<file path="config.mk">
export PLATFORM = sky130hd
export DESIGN_NAME = overflow_event_reporter
export DESIGN_NICKNAME = d
export VERILOG_FILES = /design/src/rtl/ovf_report_pkg.sv /design/src/rtl/ovf_evt_fifo.sv /design/src/rtl/overflow_event_reporter.sv
export SDC_FILE = /design/constraint.sdc
export NUM_CORES = 1
export LEC_CHECK = 0
export ABC_AREA = 1
export BUFFER_PORTS_ARGS = -buffer_cell sky130_fd_sc_hd__buf_4
export CORE_MARGIN = 2
export CORE_UTILIZATION = 57
export CTS_BUF_LIST = sky130_fd_sc_hd__clkbuf_16
export DETAILED_ROUTE_END_ITERATION = 7
export GPL_ROUTABILITY_DRIVEN = 0
export PLACE_DENSITY_LB_ADDON = 0.2
export SLEW_MARGIN = 40
export SYNTH_ARGS = -nofsm -noshare
export SYNTH_HDL_FRONTEND = slang
export SYNTH_SLANG_ARGS = --single-unit
export TNS_END_PERCENT = 1
</file>
<file path="constraint.sdc">
create_clock -name clk -period 2.3 [get_ports clk]
set_clock_uncertainty 0.05 [all_clocks]
set_input_delay 0.23 -clock clk [delete_from_list [all_inputs] [get_ports clk]]
set_output_delay 0.23 -clock clk [all_outputs]
set_load 0.01 [all_outputs]
</file>
<file path="src/rtl/ovf_report_pkg.sv">
// Shared types, default widths and helpers for the overflow event reporter.
package ovf_report_pkg;
    localparam int CNT_W_DEF = 4;
    localparam int EVT_W_DEF = 8;
    localparam int DEPTH_DEF = 4;
    localparam int TS_W_DEF  = 16;

    typedef struct packed {
        logic [EVT_W_DEF-1:0] count;
        logic                 first;
        logic [TS_W_DEF-1:0]  ts;
    } evt_rec_t;

    function automatic logic [EVT_W_DEF-1:0] sat_inc(input logic [EVT_W_DEF-1:0] v);
        return (v == '1) ? v : v + 1'b1;
    endfunction
endpackage

</file>
<file path="src/rtl/ovf_evt_fifo.sv">
// First-word-fall-through record FIFO; a push into a full FIFO is accepted only
// when a pop happens in the same cycle.
module ovf_evt_fifo #(
    parameter int W     = 9,
    parameter int DEPTH = 4
) (
    input  logic                     clk,
    input  logic                     reset,
    input  logic                     push_i,
    input  logic                     pop_i,
    input  logic [W-1:0]             wdata_i,
    output logic [W-1:0]             rdata_o,
    output logic                     full_o,
    output logic                     empty_o,
    output logic [$clog2(DEPTH):0]   level_o
);
    localparam int PTR_W = $clog2(DEPTH);

    logic [W-1:0]     mem_q [DEPTH];
    logic [PTR_W-1:0] wr_ptr_q, rd_ptr_q;
    logic [PTR_W:0]   cnt_q;
    logic             push_ok, pop_ok;

    assign full_o  = (cnt_q == (PTR_W+1)'(DEPTH));
    assign empty_o = (cnt_q == '0);
    assign push_ok = push_i && (!full_o || pop_i);
    assign pop_ok  = pop_i && !empty_o;
    assign rdata_o = mem_q[rd_ptr_q];
    assign level_o = cnt_q;

    // When full, wr_ptr == rd_ptr: the popped slot is overwritten after it is read.
    always_ff @(posedge clk) begin
        if (push_ok) mem_q[wr_ptr_q] <= wdata_i;
    end

    always_ff @(posedge clk) begin
        if (reset) begin
            wr_ptr_q <= '0;
            rd_ptr_q <= '0;
            cnt_q    <= '0;
        end else begin
            if (push_ok) wr_ptr_q <= wr_ptr_q + 1'b1;
            if (pop_ok)  rd_ptr_q <= rd_ptr_q + 1'b1;
            case ({push_ok, pop_ok})
                2'b10:   cnt_q <= cnt_q + 1'b1;
                2'b01:   cnt_q <= cnt_q - 1'b1;
                default: cnt_q <= cnt_q;
            endcase
        end
    end
endmodule

</file>
<file path="src/rtl/overflow_event_reporter.sv">
// Turns upstream counter wraps into queued event records drained by valid/ready.
// Define OVF_REPORT_TIMESTAMP_EN to store a free-running timestamp with each record.
module overflow_event_reporter
    import ovf_report_pkg::*;
#(
    parameter int CNT_W = CNT_W_DEF,
    parameter int EVT_W = EVT_W_DEF,
    parameter int DEPTH = DEPTH_DEF,
    parameter int TS_W  = TS_W_DEF
) (
    input  logic                   clk,
    input  logic                   reset,
    input  logic [CNT_W-1:0]       cnt_in,
    input  logic                   ovf_in,
    input  logic                   evt_ready,
    output logic                   evt_valid,
    output logic [EVT_W-1:0]       evt_count,
    output logic                   evt_first,
    output logic [TS_W-1:0]        evt_ts,
    output logic                   drop_flag,
    output logic [EVT_W-1:0]       drop_count,
    output logic [$clog2(DEPTH):0] level
);
`ifdef OVF_REPORT_TIMESTAMP_EN
    localparam int REC_W = EVT_W + 1 + TS_W;
`else
    localparam int REC_W = EVT_W + 1;
`endif

    logic [CNT_W-1:0] cnt_prev_q;
    logic             ovf_prev_q, first_pend_q;
    logic [EVT_W-1:0] wrap_cnt_q, wrap_cnt_d;
    logic             drop_flag_q;
    logic [EVT_W-1:0] drop_cnt_q;
    logic             wrap_evt, first_edge, tag, drop;
    logic             fifo_full, fifo_empty;
    logic [REC_W-1:0] push_data, head_data;

    assign wrap_evt   = (cnt_prev_q == {CNT_W{1'b1}}) && (cnt_in == '0);
    assign first_edge = ovf_in && !ovf_prev_q;
    assign tag        = first_edge || first_pend_q;
    assign wrap_cnt_d = wrap_evt ? sat_inc(wrap_cnt_q) : wrap_cnt_q;
    // A full FIFO frees a slot only if the head is popped this cycle.
    assign drop       = wrap_evt && fifo_full && !evt_ready;

    always_ff @(posedge clk) begin
        if (reset) begin
            cnt_prev_q   <= '0;
            ovf_prev_q   <= 1'b0;
            first_pend_q <= 1'b0;
            wrap_cnt_q   <= '0;
            drop_flag_q  <= 1'b0;
            drop_cnt_q   <= '0;
        end else begin
            cnt_prev_q   <= cnt_in;
            ovf_prev_q   <= ovf_in;
            first_pend_q <= wrap_evt ? 1'b0 : tag;
            wrap_cnt_q   <= wrap_cnt_d;
            if (drop) begin
                drop_flag_q <= 1'b1;
                drop_cnt_q  <= sat_inc(drop_cnt_q);
            end
        end
    end

    ovf_evt_fifo #(.W(REC_W), .DEPTH(DEPTH)) u_fifo (
        .clk     (clk),
        .reset   (reset),
        .push_i  (wrap_evt),
        .pop_i   (evt_ready),
        .wdata_i (push_data),
        .rdata_o (head_data),
        .full_o  (fifo_full),
        .empty_o (fifo_empty),
        .level_o (level)
    );

    assign evt_valid  = !fifo_empty;
    assign drop_flag  = drop_flag_q;
    assign drop_count = drop_cnt_q;

`ifdef OVF_REPORT_TIMESTAMP_EN
    logic [TS_W-1:0] ts_q;
    evt_rec_t        push_rec, head_rec;

    always_ff @(posedge clk) begin
        if (reset) ts_q <= '0;
        else       ts_q <= ts_q + 1'b1;
    end

    assign push_rec  = '{count: wrap_cnt_d, first: tag, ts: ts_q};
    assign push_data = push_rec;
    assign head_rec  = evt_rec_t'(head_data);
    assign evt_count = evt_valid ? head_rec.count : '0;
    assign evt_first = evt_valid && head_rec.first;
    assign evt_ts    = evt_valid ? head_rec.ts : '0;
`else
    assign push_data = {wrap_cnt_d, tag};
    assign evt_count = evt_valid ? head_data[REC_W-1:1] : '0;
    assign evt_first = evt_valid && head_data[0];
    assign evt_ts    = '0;
`endif
endmodule

</file>
Word-level counts from Yosys, hierarchy flattened
Memories as Yosys holds them, arrays and structs flattened. A register that Yosys moved wholly into a read port is not among the register bits. Index checks and enable logic that the tools add are counted.

Mux-type cells: 8. Reductions and logical operators: 18. Bitwise logic cells: 1. Eq/ne operators: 6. Add/subtract/negate cells: 6.

Operators with widths (count): two-way mux 8 bit (3); adder 8 x 1 -> 8 bit, second input constant (2); == test 8 bit, second input constant (2); logical AND 1 bit (7); case mux 3 bit (2 select lines) (1); adder 2 x 1 -> 2 bit, second input constant (2); == test 4 bit, second input constant (1); logical NOT 1 bit (4); logical NOT 4 bit (1); two-way mux 2 bit (2); adder 3 x 1 -> 3 bit, second input constant (1); == test 3 bit, second input constant (1); logical NOT 3 bit (1); subtractor 3 x 1 -> 3 bit, second input constant (1); == test 2 x 1 -> 1 bit, second input constant (1); == test 2 bit, second input constant (1); logical OR 1 bit (2); two-way mux 1 bit (2); AND reduction 2 bit (1); nonzero test 2 bit (1); OR reduction 2 bit (1); NOT 1 bit (1).

Output and inout bits: 38. Input port bits: 8. Memories kept: 1. Word-level logic and storage cells: 49. Bits in registers: 30. RAM bits: 36.

Memories: u_fifo.mem_q (depth 4, width 9, read ports 1, clocked after Yosys merged registers in 1, wr ports 1, line ovf_evt_fifo.sv:19) `logic [W-1:0] mem_q [DEPTH];`.

Logic depth before layout (Yosys ltp)
Depth in word-level cells: 6. Gate-level depth with buffers: 12. Gate-level depth less buffers: 12.

By module
Synthesis repeated with hierarchy kept, for this count alone.

Cells, all modules: 392. Area total of the unflattened synthesis: 3340.7 sq um.

By module, submodules not included: ovf_evt_fifo (sequential area each 1261.2 sq um, cells an instance 160, times used 1, area an instance 1861.8 sq um); overflow_event_reporter (sequential area each 460.4 sq um, cells an instance 232, times used 1, area an instance 1478.9 sq um).

Least setup slack after synthesis
Ideal clock, no wire load.

Path type: reg2reg. From: reg u_fifo.cnt_q[1] (netlist: u_fifo.level_o[1]). To: reg u_fifo.cnt_q[2] (netlist: u_fifo.level_o[2]). Data required time: 2128 ps. Clock period less this slack: 1979 ps. Path buffers: 0. Cell stages (with the launch flop): 13. Setup time: 122 ps. Arrival: 1807 ps. Path slack: 321 ps. Cell sequence: dfxtp_1 -> inv_1 -> nand2_1 -> nor2_4 -> inv_1 -> nand2_2 -> ha_1 -> inv_1 -> fa_1 -> a21oi_1 -> o21ai_0 -> o21ai_0 -> a21oi_1.

Longest elaborated chain between the ends: 6. Elaborated cells between the ends (all ways): 13. Those cells by class: add/sub (2); eq/ne (3); mux (1); reduce/logical (7).

Ends and longest elaborated chain: start, declared (line ovf_evt_fifo.sv:21) `logic [PTR_W:0] cnt_q;`; start signal, assigned (line ovf_evt_fifo.sv:45) `2'b10: cnt_q <= cnt_q + 1'b1;`; start signal, assigned (line ovf_evt_fifo.sv:46) `2'b01: cnt_q <= cnt_q - 1'b1;`; start signal, assigned (line ovf_evt_fifo.sv:47) `default: cnt_q <= cnt_q;`; == test 3 bit (line ovf_evt_fifo.sv:24) `assign full_o = (cnt_q == (PTR_W+1)'(DEPTH));`; logical NOT 1 bit (line ovf_evt_fifo.sv:26) `assign push_ok = push_i && (!full_o || pop_i);`; logical OR 1 bit (line ovf_evt_fifo.sv:26); logical AND 1 bit (line ovf_evt_fifo.sv:26); == test 2 x 1 -> 1 bit or == test 2 bit (tied branches) (line ovf_evt_fifo.sv:44) `case ({push_ok, pop_ok})`; case mux 3 bit (2 select lines) or nonzero test 2 bit (tied branches).

Parallel ways exist; a longest one is shown, timed or not. A chain may end at the register's enable or synchronous reset.

Worst setup path in the final report
Ends and elaborated chain as after synthesis.

==> summary.md <==
| Metric | Value |
|---|---|
| Status | complete, no violations |
| Worst min-delay path class | input pin to flop |
| Routed WL | 5.70 mm |
| Seq cells post-synth | 68 |
| Switching Fraction | 20.5% |
| Clk slew on worst S/H paths | 0.05 ns |
| Final setup fails | 0 |
| CP Capture Type | flop |
| Post-synthesis sequential area ratio | 53.4% |
| Crit-path max FO | 9 |
| Synth warnings | 0 |
| Crit-path cells | inv_1 -> nand2_1 -> nor2_4 -> inv_1 -> nand2_4 -> ha_1 -> inv_1 -> fa_1 -> a21oi_1 -> o21ai_0 -> o21ai_1 -> a21oi_1 |
| DRC Markers | 0 |
| Max cap viols | 0 |
| Placed cell count | 469 |
| Clk buf depth | 2 |
| RR Startpoint | u_fifo.level_o[1] |
| Routed vias/inst | 4.90 |
| CP Class | flop to flop |
| CTS tree | done |
| Most common cell after layout, fill and taps aside | nand2_1 |
| Final Util | 68.7% |
| Clk sink count | 68 |
| Diodes inserted | 0 |
| Htree depth | 3 |
| Setup TNS | 0 ns |
| Initial DRC count | 131 |
| Setup repair after global routing missed its margin | no |
| Most frequent cells in the layout | nand2_1, nor2_1, inv_1, buf_4, edfxtp_1 |
| Crit path largest cell delay | 0.37 ns |
| Arrival time of the worst setup path | 2.25 ns |
| IO Count | 46 |
| Yosys cell types | 32 |
| Share of the synthesized area in the top cell type | 33.5% |
| CP max-delay cell | fa_1 |
| Final Hold Slack | 0.0769 ns |
| Finished Layout Cells | 487 |
| Row cnt | 27 |
| Most common cell on crit path | inv_1 |
| Share of layout cells above drive strength 1 | 16.9% |
| Die height | 79.2 µm |
| Logic gate share of total power | 1.9% |
| Switching power | 517 µW |
| Hold_sp | ovf_in |
| Synth top area cells | edfxtp_1, dfxtp_1, nand2_1, nor2_1, a21oi_1 |
| Via count | 2388 |
| Fin nets | 426 |
| Internal power | 2.00 mW |
| Post-layout minimum cycle time | 2.09 ns |
| Post-Syn Instances | 370 |
| Root buf cell | clkbuf_16 |
| Vias in the first global route | 2108 |
| Syn Area/Cell | 8.72 µm² |
| Max Slew Vio Count | 0 |
| Total power | 2.52 mW |
| Synth Cell Area | 0.00323 mm² |
| Pwr Density | 669 mW/mm² |
| Maximum VDD drop | 548 µV |
| Fin. Hold Viols | 0 |
| WL per Instance | 11.7 µm |
| DRT Pass-1 Iters | 4 |
| Worst setup path startpoint | u_fifo.level_o[1] |
| First-pass GRT wire length | 9.39 mm |
| Post-detail-place hpwl | 3.85 mm |
| I/O Buffers | 29 |
| Period utilisation layout | 91.0% |
| Post-CTS Hold Buffers | 0 |
| Die area | 0.00628 mm² |
| Clock power frac | 47.4% |
| Worst EP required | 2.46 ns |
| Area grow syn2layout | 16.6% |
| Clk_lat worst skew | 0.33 ns |
| Grt ovf | 0 |
| Fmax | 0.478 GHz |
| Static leakage | 1.60 nW |
| DIE WIDTH | 79.2 µm |
| Core area | 0.00547 mm² |
| Total track usage | 20.1% |
| Starting Density | 59.0% |
| Startpoint types | flop |
| Largest net degree at the start of global routing | 26 |
| Clock buffer count from CTS | 9 |
| # fillers | 436 |
| Antenna violations before repair | 0 |
| Sequential power share | 50.7% |
| Routed Antenna Nets | 0 |
| Post-synth top area cell | edfxtp_1 |
[power by group through the flow]
stage,Sequential [mW],Combinational [mW],Clock (mW)
2_1_floorplan,1.30,0.0526,0
6_report,1.28,0.0474,1.19
3_3_place_gp,1.30,0.0467,0
4_1_cts,1.28,0.0472,1.21
5_1_grt,1.28,0.0548,1.27
3_5_place_dp,1.30,0.0471,0
[cells in the mapped netlist, drive strengths merged]
library cell and count:
nand2 74, nor2 69, inv 39, edfxtp 36, a21oi 32, dfxtp 32, o21ai 28, buf 21
nand3 11, ha 7, clkbuf 4, nand3b 4, xnor2 3, xor2 3, nor3 2, clkinv 1
conb 1, fa 1, nand4 1, or2 1
[cell type report]
class	count	area, µm²	share of cell area, %
Clock buffer	9	225	5.99
Clock inverter	7	36.3	0.965
Inverter	40	150	3.99
Multi-Input combinational cell	252	1240	33.1
Sequential cell	68	1720	45.8
Tap cell	72	90.1	2.40
Timing Repair Buffer	39	293	7.78
[logic make-up after synthesis]
group | after synthesis | share of synthesized area, %
other | 1 | 0.116
buffers and inverters | 65 | 9.96
AO/OA/AOI/OAI | 60 | 9.31
adder cells (fa/ha/maj) | 8 | 3.33
XOR/XNOR | 6 | 1.63
AND/OR/NAND/NOR | 162 | 22.3
flip-flops | 68 | 53.4
[state kept, by name (all words and copies together) (netlist names), named ones only]
register	flops
u_fifo.mem_q	36
drop_count	8
wrap_cnt_q	8
cnt_prev_q	4
u_fifo.level_o	3
u_fifo.rd_ptr_q	2
u_fifo.wr_ptr_q	2
drop_flag	1
first_pend_q	1
ovf_prev_q	1
[critical path, delay by kind of cell, from the launching register on]
family | cells | cell delay (ns)
adders and majority gates | 2 | 0.53
DFF | 1 | 0.31
buffers and inverters | 3 | 0.24
AOI/OAI and AO/OA | 4 | 0.49
and+or+nand+nor | 3 | 0.35
[metrics by stage]
stage          area [µm²]  worst slack [ns]
3_5_place_dp         3480             0.174
4_1_cts              3740             0.121
3_3_place_gp         3480             0.252
6_report             3760             0.208
2_1_floorplan        3280             0.321
5_1_grt              3760            0.0141
[per-layer routing]
metal	vias up	global-route usage [%]	wire length [µm]
li1	1240	-	-
met1	1075	22.9	2540
met2	64	34.7	2770
met3	9	5.11	305
met4	0	10.7	77
met5	-	0	0
[final timing paths]
path / to / slack (ns) / cells past startpoint
hold reg to reg: drop_flag / 0.42 / 2
hold / removal: ovf_prev_q / 0.08 / 3
setup reg to reg: u_fifo.level_o[2] / 0.21 / 12
setup / recovery: u_fifo.level_o[2] / 0.21 / 12
[timing repair]
action,CTS,global route
setup buffers,0,2
gates resized for setup,0,2
setup endpoints to repair,0,1
(Power assumes the default switching activity.)
